`config.mk`:
```
export PLATFORM = sky130hd
export DESIGN_NAME = player_motion
export DESIGN_NICKNAME = d
export VERILOG_FILES = /design/src/rtl/player_motion_pkg.sv /design/src/rtl/motion_cmd_latch.sv /design/src/rtl/player_motion.sv
export SDC_FILE = /design/constraint.sdc
export NUM_CORES = 1
export LEC_CHECK = 0
export BUFFER_PORTS_ARGS = -buffer_cell sky130_fd_sc_hd__buf_4
export CAP_MARGIN = 20
export CORE_AREA = 5 5 46 88
export DETAILED_ROUTE_END_ITERATION = 8
export DIE_AREA = 0 0 51 93
export GPL_ROUTABILITY_DRIVEN = 0
export PLACE_DENSITY = 0.75
export SLEW_MARGIN = 0
export SYNTH_ARGS = -nofsm -noshare
export SYNTH_HDL_FRONTEND = slang
export SYNTH_SLANG_ARGS = --single-unit
```
`constraint.sdc`:
```
create_clock -name clk -period 4 [get_ports clk]
set_clock_uncertainty 0.1 [all_clocks]
set_input_delay 0.8 -clock clk [delete_from_list [all_inputs] [get_ports clk]]
set_output_delay 0.8 -clock clk [all_outputs]
set_load 0.02 [all_outputs]
```
`src/rtl/player_motion_pkg.sv`:
```
// Shared movement command codes and player FSM encodings.
// The keypad decoder uses the same MV_* codes.
package player_motion_pkg;

    localparam logic [2:0] MV_NONE   = 3'b000;
    localparam logic [2:0] MV_BIG    = 3'b001;
    localparam logic [2:0] MV_SMALL  = 3'b010;
    localparam logic [2:0] MV_CROUCH = 3'b011;
    localparam logic [2:0] MV_DROP   = 3'b100;

    localparam logic [1:0] ST_GROUND = 2'd0;
    localparam logic [1:0] ST_CROUCH = 2'd1;
    localparam logic [1:0] ST_AIR    = 2'd2;

    // Sign bit plus enough magnitude bits for the larger of the two speed limits.
    function automatic int vel_width(input int big_v, input int drop_v);
        return 1 + $clog2(((big_v > drop_v) ? big_v : drop_v) + 1);
    endfunction

endpackage

```
`src/rtl/motion_cmd_latch.sv`:
```
// Holds the most recent jump/drop pulse until the next frame tick.
// A pulse arriving together with the tick is forwarded straight to cmd_o.
module motion_cmd_latch
    import player_motion_pkg::*;
(
    input  logic       clk,
    input  logic       reset,
    input  logic [2:0] movement,
    input  logic       frame_tick,
    input  logic       clear_i,
    output logic [2:0] cmd_o
);

    logic [2:0] pend_q, pend_d;
    logic       is_pulse;

    assign is_pulse = (movement == MV_BIG) || (movement == MV_SMALL) ||
                      (movement == MV_DROP);

    always_comb begin
        pend_d = pend_q;
        if (is_pulse)
            pend_d = movement;
        // Every tick consumes or discards whatever is pending.
        if (frame_tick || clear_i)
            pend_d = MV_NONE;
    end

    assign cmd_o = clear_i  ? MV_NONE  :
                   is_pulse ? movement : pend_q;

    always_ff @(posedge clk or negedge reset) begin
        if (!reset)
            pend_q <= MV_NONE;
        else
            pend_q <= pend_d;
    end

endmodule

```
`src/rtl/player_motion.sv`:
```
// Per-frame vertical integrator and GROUND/CROUCH/AIR state machine for the player sprite.
// Crouch follows the command level every clk; jumps, drops and motion act only on frame_tick.
module player_motion
    import player_motion_pkg::*;
#(
    parameter int Y_W      = 7,
    parameter int GROUND_Y = 100,
    parameter int BIG_V    = 6,
    parameter int SMALL_V  = 4,
    parameter int GRAVITY  = 1,
    parameter int DROP_V   = 8
) (
    input  logic           clk,
    input  logic           reset,
    input  logic [2:0]     movement,
    input  logic           frame_tick,
    output logic [Y_W-1:0] player_y,
    output logic           airborne,
    output logic           crouching,
    output logic           landed,
    output logic [1:0]     dbg_state_o
);

    localparam int VW = vel_width(BIG_V, DROP_V);
    localparam int AW = Y_W + 2;

    localparam logic signed [AW-1:0] NEG_DROP = AW'(-DROP_V);
    localparam logic signed [AW-1:0] GROUND_S = AW'(GROUND_Y);
    localparam logic signed [AW-1:0] GRAV_S   = AW'(GRAVITY);

    logic [1:0]           state_q, state_d;
    logic [Y_W-1:0]       y_q, y_d;
    logic signed [VW-1:0] vel_q, vel_d;
    logic                 landed_q, landed_d;
    logic [2:0]           cmd;

    logic signed [AW-1:0] vel_eff, y_next, vel_dec, vel_sat;

    motion_cmd_latch u_cmd_latch (
        .clk        (clk),
        .reset      (reset),
        .movement   (movement),
        .frame_tick (frame_tick),
        .clear_i    (state_q == ST_CROUCH),
        .cmd_o      (cmd)
    );

    // All airborne arithmetic is signed and wide enough to see both overshoots.
    assign vel_eff = (cmd == MV_DROP) ? NEG_DROP : AW'(vel_q);
    assign y_next  = $signed({2'b00, y_q}) - vel_eff;
    assign vel_dec = vel_eff - GRAV_S;
    assign vel_sat = (vel_dec < NEG_DROP) ? NEG_DROP : vel_dec;

    always_comb begin
        state_d  = state_q;
        y_d      = y_q;
        vel_d    = vel_q;
        landed_d = 1'b0;
        case (state_q)
            ST_GROUND: begin
                // A jump already due on this tick takes priority over a new crouch.
                if (frame_tick && cmd == MV_BIG) begin
                    y_d     = Y_W'(GROUND_Y - BIG_V);
                    vel_d   = VW'(BIG_V - GRAVITY);
                    state_d = ST_AIR;
                end else if (frame_tick && cmd == MV_SMALL) begin
                    y_d     = Y_W'(GROUND_Y - SMALL_V);
                    vel_d   = VW'(SMALL_V - GRAVITY);
                    state_d = ST_AIR;
                end else if (movement == MV_CROUCH) begin
                    state_d = ST_CROUCH;
                end
            end
            ST_CROUCH: begin
                if (movement != MV_CROUCH)
                    state_d = ST_GROUND;
            end
            ST_AIR: begin
                if (frame_tick) begin
                    if (y_next >= GROUND_S) begin
                        y_d      = Y_W'(GROUND_Y);
                        vel_d    = '0;
                        state_d  = ST_GROUND;
                        landed_d = 1'b1;
                    end else if (y_next[AW-1]) begin
                        y_d   = '0;
                        vel_d = '0;
                    end else begin
                        y_d   = Y_W'(y_next);
                        vel_d = VW'(vel_sat);
                    end
                end
            end
            default: state_d = ST_GROUND;
        endcase
    end

    always_ff @(posedge clk or negedge reset) begin
        if (!reset) begin
            state_q  <= ST_GROUND;
            y_q      <= Y_W'(GROUND_Y);
            vel_q    <= '0;
            landed_q <= 1'b0;
        end else begin
            state_q  <= state_d;
            y_q      <= y_d;
            vel_q    <= vel_d;
            landed_q <= landed_d;
        end
    end

    assign player_y    = y_q;
    assign airborne    = (state_q == ST_AIR);
    assign crouching   = (state_q == ST_CROUCH);
    assign landed      = landed_q;
    assign dbg_state_o = state_q;

endmodule
```
==> metrics.yaml <==
antenna_found_initial: 0
crit_path_start: "movement[0]"
vdd_drop_max_mv: 0.5584
clk_pin_slew_worst_paths_ns: 0.07
num_rows: 30
drive_gt1_share_pct: 28.70
drt_iter0_markers: 71
slew_headroom_pct: 62.58
ys.flop_type: "dfrtp_1"
r2r-start: "dbg_state_o[1]"
synth.avg_cell_area_um2: 8.884
fmax_mhz: 263.6
timing.setup.tns_ns: 0
r2r_slack_ns: 0.39
dieHeight_um: 93
die_w_um: 51
r2r_cells: 16
powerDensity_nw_per_um2: 976.6
cp-end-kind: "flop"
post_drt_wl_per_cell_um: 20.09
htreeDepth: 1
wirelength_um: 4982
nFillCells: 311
nets: 228
drc_errors: 0
cts.sinks: 18
cts_tree: "yes"
grt.busiest_layer: "met2"
overflow: 0
min_period_ns: 3.794
core_area_um2: 3341
dr.pass1.iters: 5
vias_per_cell: 6.919
crit_type: "input port to flop"
met3_usage_pct: 2.233
start_util_pct: 50.52
cp.required_ns: 4.10
hpwl_um: 3949
syn_inst: 190
antenna_left: 0
cts_hold_buffers: 0
placedCellCount: 244
finalCritPeriodShare_pct: 94.84
die-area_um2: 4743
critPathMaxFanout: 4
grt_pass1_vias: 1782
io_pins: 18
netlist_area_um2: 1688
rsz0062_at_grt: "false"
hold_viol: 0
seqCellArea_um2: 454.2
grtUsageMet1_pct: 22.54
hold_class: "input port to async pin"
grt_max_degree: 19
worstPathArrival_ns: 3.90
port_buffers: 17
fin_cells: 248
syn2layout_area_growth_pct: 17.49
p_leak_uw: 0.0008303
antennaDiodeCount: 0
syn_nets: 201
async_flop_share_pct: 100.0
status: "complete, no violations"
slew_violations: 0
synth_enable_flop_cells: 0
worstMarginPinSlew_ns: 0.5563
gr-usage-met2_pct: 45.26
ys_warn_count: 0
synth.distinct_cells: 66
fin_util_pct: 59.36
cp-endpoint: "vel_q[2]"
post-cts-setup-buffers: 0
drv_cap: 0
clock_path_buffers: 2
multi_input_area_um2: 1134
setup_viol: 0
cts-root-buf: "clkbuf_8"
num_vias: 1716
grt_usage_pct: 23.28
r2r-end: "vel_q[2]"
synth_seq_cells: 18
seq_area_frac_synth_pct: 26.91
cts_buffers: 3
grt_pass1_wl_um: 8404
worstSkewPairLatency_ns: 0.26
whs_ns: 0.3048
worstSetupStartpointType: "input port"
## report_power, final
part	internal [uW]	switching, uW
Clock	87.7	62.8
Combinational	629	750
Sequential	260	148
## Yosys cell counts (4+ instances only)
| master | number | area share, % |
|---|---|---|
| dfrtp_1 | 15 | 22 |
| nor2_1 | 14 | 3.1 |
| nand2_1 | 13 | 2.9 |
| inv_1 | 10 | 2.2 |
| nor3_1 | 10 | 3.0 |
| a21oi_1 | 9 | 2.7 |
| o21ai_0 | 7 | 2.1 |
| buf_2 | 6 | 1.8 |
| nor2b_1 | 5 | 1.9 |
| o22ai_1 | 5 | 1.9 |
| ha_1 | 4 | 3.0 |
| nor3b_1 | 4 | 1.8 |
## layout make-up
class | count | share of cell area (%)
Multi-Input combinational cell | 149 | 57.16
Inverter | 10 | 1.893
Tap cell | 32 | 2.019
Timing Repair Buffer | 35 | 13.25
Clock buffer | 4 | 2.776
Sequential cell | 18 | 22.90
## worst max-delay path, cell delays in order
cell and delay [ns]:
buf_4 0.13, a21o_1 0.19, o21a_1 0.19, nand2_2 0.09, nand2_1 0.08, inv_1 0.07
ha_1 0.15, inv_1 0.06, fa_2 0.36, a21o_1 0.22, nor2_2 0.15, o21ai_0 0.13
a41oi_1 0.25, o2111ai_1 0.13, o211a_1 0.20, o41ai_1 0.49, o21a_1 0.19
## metal layers
| layer | share of wire [%] | wire length [um] |
|---|---|---|
| met1 | 33 | 1623 |
| met2 | 57 | 2855 |
| met3 | 5.0 | 249 |
| met4 | 5.1 | 254 |
| met5 | 0 | 0 |
## metrics by stage
| stage | cell area [um^2] | power, uW | worst slack (ns) |
|---|---|---|---|
| floorplan | 1698 | 1312 | 0.01588 |
| global placement | 1918 | 1706 | 0.06315 |
| detailed placement | 1918 | 1734 | -0.04658 |
| CTS | 1973 | 1901 | 0.1907 |
| global route | 1983 | 2066 | 0.02253 |
| finish | 1983 | 1937 | 0.2065 |
## sequential cells by signal, indices dropped and copies added, names as in the netlist
register	cells
dbg_state_o	2
landed	1
vel_q	5
player_y	7
u_cmd_latch.pend_q	3
## logic make-up (layout without fill, tap and decap cells)
kind of cell	after synthesis	in the layout	share of synthesized area (%)
xor+xnor	5	5	3.410
flops	18	18	26.91
simple gates	66	66	21.65
buf+inv	23	49	7.117
compound gates	70	70	34.99
fa+ha+maj	8	8	5.931
## worst min path at each step
stage,start,to,slack (ns),cells past startpoint
CTS,reset,u_cmd_latch.pend_q[1],0.31,1
detailed placement,player_y[2],player_y[2],0.43,2
global route,reset,u_cmd_latch.pend_q[1],0.31,1
floorplan,reset,dbg_state_o[0],0.40,0
global placement,player_y[2],player_y[2],0.41,2
finish,reset,u_cmd_latch.pend_q[1],0.30,1
## timing repair
action,CTS,global route
gates resized for setup,0,2
hold endpoints to repair,0,0
setup endpoints to repair,0,7
## cells in the final DEF (no fill, tap or decap), drive strengths merged, types with 4 or more instances in the layout
cell type	Yosys	routed
nor2b	5	5
nor2	16	16
nor3b	5	5
nor3	10	10
clkbuf	2	4
nand2	13	13
a21oi	11	11
nand2b	4	4
o31ai	4	4
o22ai	5	5
buf	11	35
ha	4	4
a31oi	4	4
inv	10	10
o21ai	9	9
dfrtp	15	15
Power figures use the tool's default switching activity.
